**config.mk**
```make
export PLATFORM = sky130hd
export DESIGN_NAME = stim_sig_engine
export DESIGN_NICKNAME = d
export VERILOG_FILES = /design/src/rtl/stim_sig_engine.sv
export SDC_FILE = /design/constraint.sdc
export NUM_CORES = 1
export LEC_CHECK = 0
export CAP_MARGIN = 40
export CORE_MARGIN = 1
export CORE_UTILIZATION = 57
export DETAILED_ROUTE_END_ITERATION = 16
export GPL_TIMING_DRIVEN = 0
export PLACE_DENSITY_LB_ADDON = 0.3
export SLEW_MARGIN = 20
export SYNTH_ARGS = -nofsm -noshare
export SYNTH_HDL_FRONTEND = slang
export SYNTH_SLANG_ARGS = --single-unit
export TNS_END_PERCENT = 100
```
**constraint.sdc**
```tcl
create_clock -name CLOCK_50 -period 3.67 [get_ports CLOCK_50]
set_input_delay 0.734 -clock CLOCK_50 [delete_from_list [all_inputs] [get_ports CLOCK_50]]
set_output_delay 0.734 -clock CLOCK_50 [all_outputs]
set_load 0.1 [all_outputs]
```
**src/rtl/stim_sig_engine.sv**
```systemverilog
// Stimulus/response engine: LFSR-driven vectors held for HOLD clocks, DUT response
// compressed into a 32-bit MISR signature.

module stim_sig_engine_chk #(
  parameter int NUM_VEC = 100
) (
  input logic        clk,
  input logic        rst_n,
  input logic        busy,
  input logic        done,
  input logic        stim_valid,
  input logic [15:0] vec_count
);

  localparam logic [15:0] NUM_VEC_C = 16'(NUM_VEC);

  // busy and done are mutually exclusive; a vector is only applied while busy
  a_busy_done_excl: assert property (@(posedge clk) disable iff (!rst_n) !(busy && done));
  a_valid_in_busy:  assert property (@(posedge clk) disable iff (!rst_n) stim_valid |-> busy);
  a_count_bound:    assert property (@(posedge clk) disable iff (!rst_n) vec_count <= NUM_VEC_C);

endmodule

module stim_sig_engine #(
  parameter int          STIM_W  = 18,
  parameter int          RESP_W  = 46,
  parameter int          NUM_VEC = 100,
  parameter int          HOLD    = 1,
  parameter logic [31:0] SEED    = 32'h0000_0001
) (
  input  logic              CLOCK_50,
  input  logic              reset_n,
  input  logic              start,
  input  logic              abort,
  input  logic              seed_load,
  input  logic [31:0]       seed_in,
  input  logic [RESP_W-1:0] resp_in,
  output logic [STIM_W-1:0] stim_out,
  output logic              stim_valid,
  output logic              busy,
  output logic              done,
  output logic [15:0]       vec_count,
  output logic [31:0]       signature
);

  localparam logic [31:0] POLY      = 32'h8020_0003;
  localparam int          NCHUNK    = (RESP_W + 31) / 32;
  localparam int          PAD_W     = NCHUNK * 32;
  localparam logic [15:0] NUM_VEC_C = 16'(NUM_VEC);
  localparam logic [31:0] HOLD_LAST = 32'(HOLD - 1);

  typedef enum logic [1:0] {
    S_IDLE   = 2'd0,
    S_APPLY  = 2'd1,
    S_SAMPLE = 2'd2,
    S_DONE   = 2'd3
  } state_t;

  function automatic logic [31:0] lfsr_step(input logic [31:0] x);
    lfsr_step = (x >> 1) ^ (x[0] ? POLY : 32'h0000_0000);
  endfunction

  // Zero-pad the response to whole 32-bit words and XOR the words together
  function automatic logic [31:0] fold_resp(input logic [RESP_W-1:0] r);
    logic [PAD_W-1:0] padded;
    logic [31:0]      acc;
    padded              = {PAD_W{1'b0}};
    padded[RESP_W-1:0]  = r;
    acc                 = 32'h0000_0000;
    for (int j = 0; j < NCHUNK; j++) begin
      acc = acc ^ padded[j*32 +: 32];
    end
    return acc;
  endfunction

  state_t      state_r;
  logic [31:0] seed_r;
  logic [31:0] lfsr_r;
  logic [31:0] sig_r;
  logic [31:0] hold_cnt_r;
  logic [15:0] vec_cnt_r;

  logic [31:0] new_seed_s;
  logic [31:0] seed_next_s;
  logic [31:0] lfsr_next_s;
  logic [31:0] sig_next_s;
  logic [15:0] vec_inc_s;

  // Next-value helpers: sanitised seed, next LFSR/MISR values and incremented count
  always_comb begin
    new_seed_s  = 32'h0000_0000;
    seed_next_s = seed_r;
    if (seed_in == 32'h0000_0000) begin
      new_seed_s = 32'h0000_0001;
    end else begin
      new_seed_s = seed_in;
    end
    if (seed_load) begin
      seed_next_s = new_seed_s;
    end else begin
      seed_next_s = seed_r;
    end
    lfsr_next_s = lfsr_step(lfsr_r);
    sig_next_s  = lfsr_step(sig_r) ^ fold_resp(resp_in);
    vec_inc_s   = vec_cnt_r + 16'd1;
  end

  // Run-control FSM with all datapath state and registered outputs
  always_ff @(posedge CLOCK_50 or negedge reset_n) begin
    if (!reset_n) begin
      state_r    <= S_IDLE;
      seed_r     <= SEED;
      lfsr_r     <= SEED;
      sig_r      <= 32'h0000_0000;
      hold_cnt_r <= 32'h0000_0000;
      vec_cnt_r  <= 16'h0000;
      stim_out   <= {STIM_W{1'b0}};
      stim_valid <= 1'b0;
      busy       <= 1'b0;
      done       <= 1'b0;
    end else begin
      case (state_r)
        S_IDLE, S_DONE: begin
          // A seed loaded together with start is used by that same run
          seed_r <= seed_next_s;
          if (start) begin
            lfsr_r     <= seed_next_s;
            sig_r      <= 32'h0000_0000;
            vec_cnt_r  <= 16'h0000;
            hold_cnt_r <= 32'h0000_0000;
            stim_out   <= seed_next_s[STIM_W-1:0];
            stim_valid <= 1'b1;
            busy       <= 1'b1;
            done       <= 1'b0;
            state_r    <= S_APPLY;
          end
        end
        S_APPLY: begin
          if (abort) begin
            stim_valid <= 1'b0;
            busy       <= 1'b0;
            state_r    <= S_IDLE;
          end else if (hold_cnt_r == HOLD_LAST) begin
            hold_cnt_r <= hold_cnt_r + 32'd1;
            stim_valid <= 1'b0;
            state_r    <= S_SAMPLE;
          end else begin
            hold_cnt_r <= hold_cnt_r + 32'd1;
          end
        end
        S_SAMPLE: begin
          if (abort) begin
            stim_valid <= 1'b0;
            busy       <= 1'b0;
            state_r    <= S_IDLE;
          end else begin
            sig_r      <= sig_next_s;
            lfsr_r     <= lfsr_next_s;
            vec_cnt_r  <= vec_inc_s;
            hold_cnt_r <= 32'h0000_0000;
            if (vec_inc_s == NUM_VEC_C) begin
              busy    <= 1'b0;
              done    <= 1'b1;
              state_r <= S_DONE;
            end else begin
              stim_out   <= lfsr_next_s[STIM_W-1:0];
              stim_valid <= 1'b1;
              state_r    <= S_APPLY;
            end
          end
        end
        default: begin
          stim_valid <= 1'b0;
          busy       <= 1'b0;
          done       <= 1'b0;
          state_r    <= S_IDLE;
        end
      endcase
    end
  end

  assign vec_count = vec_cnt_r;
  assign signature = sig_r;

  stim_sig_engine_chk #(
    .NUM_VEC (NUM_VEC)
  ) u_chk (
    .clk        (CLOCK_50),
    .rst_n      (reset_n),
    .busy       (busy),
    .done       (done),
    .stim_valid (stim_valid),
    .vec_count  (vec_count)
  );

endmodule

```
==> metrics.cfg <==
[setup_path]
critical_path_class=reg -> reg
worstPathBufferInverterCount=4
critical_path.slowest_cell=sky130_fd_sc_hd__clkbuf_1
required_ns=3.98
worst_setup_path_start_kind=register
most_frequent_cell_on_critical_path=sky130_fd_sc_hd__clkbuf_1
critical_path_peak_fanout=10
r2r_setup_slk_ns=0.24
crit_path_max_incr_delay_ns=0.56
timing.critical_path.arrival_ns=3.74
worstPathCellList=inv_1 -> ha_1 -> clkbuf_1 -> nand2b_1 -> clkbuf_1 -> nand3_1 -> nand2_1 -> clkbuf_1 -> o21ai_0 -> nand2_1 -> o21ai_0
cpLargestDelayFamily=buffers and inverters
worst_setup_path_end_kind=register

[synth]
post-synth-top-area-fraction_pct=49.4
synth_compound_area_share_pct=9.21
synth.ff_latch_count=167
synth_top_area_cell=sky130_fd_sc_hd__dfrtp_1
synth_common_cells=sky130_fd_sc_hd__dfrtp_1 (165), sky130_fd_sc_hd__nand2_1 (86), sky130_fd_sc_hd__o21ai_0 (83)
ranking_of_synthesized_cells_by_area=sky130_fd_sc_hd__dfrtp_1 (49%), sky130_fd_sc_hd__mux2_2 (5.8%), sky130_fd_sc_hd__mux2i_1 (5.2%)
syn-mean-instance-area_sq_um=10.0
synthDistinctLibCells=48
syn_nets=921
muxShareOfSynthArea_pct=12.6
combinational_family_with_the_most_area_after_synthesis=simple AND/OR/NAND/NOR gates
ys.flop_type=sky130_fd_sc_hd__dfrtp_1
synthCells=833
share_of_synthesized_area_occupied_by_flip_flops_and_latches_pct=50.1
synthArstFlopShare_pct=100
yosys.area_share.adder_pct=0.749
synth_simple_gate_area_share_pct=16.6
synthMostInstantiatedCell=sky130_fd_sc_hd__dfrtp_1
synth-edff-count=0
synth-xor-area-share_pct=7.76
synth-warning-count=0
synth.cell_area_sq_mm=0.00835

[global_routing]
grt_pass1_wl_microns=40600
grt_usage_pct=36.0
gr_ovfl_total=0
pin_count_of_the_biggest_net_entering_global_routing=70
first_global_vias=7726
grt_antenna_before_repair=0

[detailed_routing]
drt_wl_total_microns=25400
drc_errors=0
drt_pass1_iterations=5
routed_vias_inst=6.06
via_count=7667
final_antenna_net_count=0
wl_per_cell_microns=20.1
number_of_drc_markers_after_the_initial_detailed_route_iteration=801

[placed_design]
post_detailed_placement_half_perimeter_wirelength_microns=17500
dpl.cell_count=1234
routabilityCongestion=0.876
io_buffers=150

[hold_path]
min-delay-path-class=in -> async

[timing]
fin_worst_skew_ns=0.00696
setup-tns-final_ns=0
final_min_period_over_clock_period_pct=93.5
slew_headroom_pct=46.8
finalMaxSlewViolations=0
fin_worst_hold_slack_ns=0.158
tightest_slew_ns=0.798
achievable-frequency_ghz=0.291
final_hold_viol_count=0
total_of_endpoints_with_negative_setup_slack_in_the_final_report=0
timing.final.crit_period_ns=3.43
rsz_0062_raised_after_global_routing=no

[outcome]
status=completed

[floorplan]
num_io_pins=152
dieWidth_microns=123
area_of_the_core_sq_mm=0.0141
initial_core_util_pct=59.2
die_area_sq_mm=0.0151
chipHeight_microns=123
standard_cell_rows=43

[clock_tree]
clk_pin_slew_ns=0.07
clockBufferDepth=2
clk_latency_ns=0.44
ctsRootBufferMaster=sky130_fd_sc_hd__clkbuf_16
cts_post_setup_buffers_inserted=0
ctsHoldBuffers=0
clock_sink_count=167
cts-buffers-inserted=17
tritoncts=yes
cts.repair.resized=0
htree_num_levels=4

[run]
timing.max_cap.violations=0

[cells_and_area]
finalNetCount=1161
layout.cells.non_filler=1265
insertedDiodeCount=0
utilization_pct=85.1
post_route_cells_drive_above_1_share_pct=15.0
flow.area_growth_from_synthesis_pct=43.7

[pwr]
power.density_cell_area_mw_per_mm2=825
power.leakage_nw=5.16
p_total_mw=9.90
worst_ir_drop_vdd_mv=0.947

[metrics by stage]
stage	worst slack, ns	cell area (sq um)
finish	0.238	12000
floorplan	0.465	8350
global route	0.0302	12000
CTS	0.290	12000
detailed placement	0.0144	11300
global placement	-4.99	10100
[kinds of logic after synthesis]
logic type,after synthesis
AO/OA/AOI/OAI,141
adder cells (fa/ha/maj),5
multiplexers,95
buffers and inverters,66
AND/OR/NAND/NOR,285
XOR/XNOR,74
flip-flops,167
[final cells by class]
class / count / area (sq um)
clock inverters: 14 / 248
inverters: 23 / 86.3
clock buffers: 17 / 425
plain buffers: 43 / 170
flip-flops and latches: 167 / 4180
well taps: 180 / 225
fillers: 681 / 2100
multi-input cells: 600 / 3910
repair buffers: 221 / 2750
[power by group]
group	internal, mW	total (mW)	switching, mW
Sequential	2.44	2.84	0.402
Clock	1.28	2.07	0.791
Combinational	1.93	4.99	3.06
Total	5.64	9.90	4.25
[sequential cells by signal (all words and copies together), names as in the netlist]
register	flops
stim_valid	1
busy	1
signature	32
hold_cnt_r	32
state_r	2
lfsr_r	32
stim_out	18
done	1
seed_r	32
vec_count	16
[layout by cell type, fill, tap and decap left out, drive strengths merged, types with 4 or more instances in the layout]
cell | netlist | final
dfrtp | 165 | 165
clkdlybuf4s50 | 0 | 149
nand2 | 86 | 86
o21ai | 84 | 84
nor2 | 74 | 74
buf | 2 | 74
clkbuf | 41 | 58
mux2 | 52 | 52
xnor2 | 44 | 44
mux2i | 43 | 43
a21oi | 40 | 40
nand3 | 30 | 30
xor2 | 30 | 30
inv | 23 | 26
nor4 | 16 | 16
nand2b | 13 | 13
nand4 | 13 | 13
and3 | 12 | 12
nor3 | 12 | 12
or3 | 7 | 7
nor2b | 6 | 6
bufinv | 0 | 6
ha | 5 | 5
clkinv | 0 | 4
[path summary, 6_finish.rpt]
kind,start,to,cells after the start
worst max-delay path,state_r[0],vec_count[13],11
worst min register to register,seed_r[4],seed_r[4],1
min in group CLOCK_50,seed_r[4],seed_r[4],1
worst max register to register,state_r[0],vec_count[13],11
worst min-delay path,reset_n,hold_cnt_r[25],1
max in group asynchronous,reset_n,lfsr_r[25],3
[metal layers]
layer	vias up	GRT usage (%)	share of wire [%]
li1	3359	-	-
met1	3751	43.2	38
met2	425	59.3	50
met3	132	8.90	6.9
met4	0	20.4	5.1
met5	-	0	0
Power figures use the tool's default switching activity.
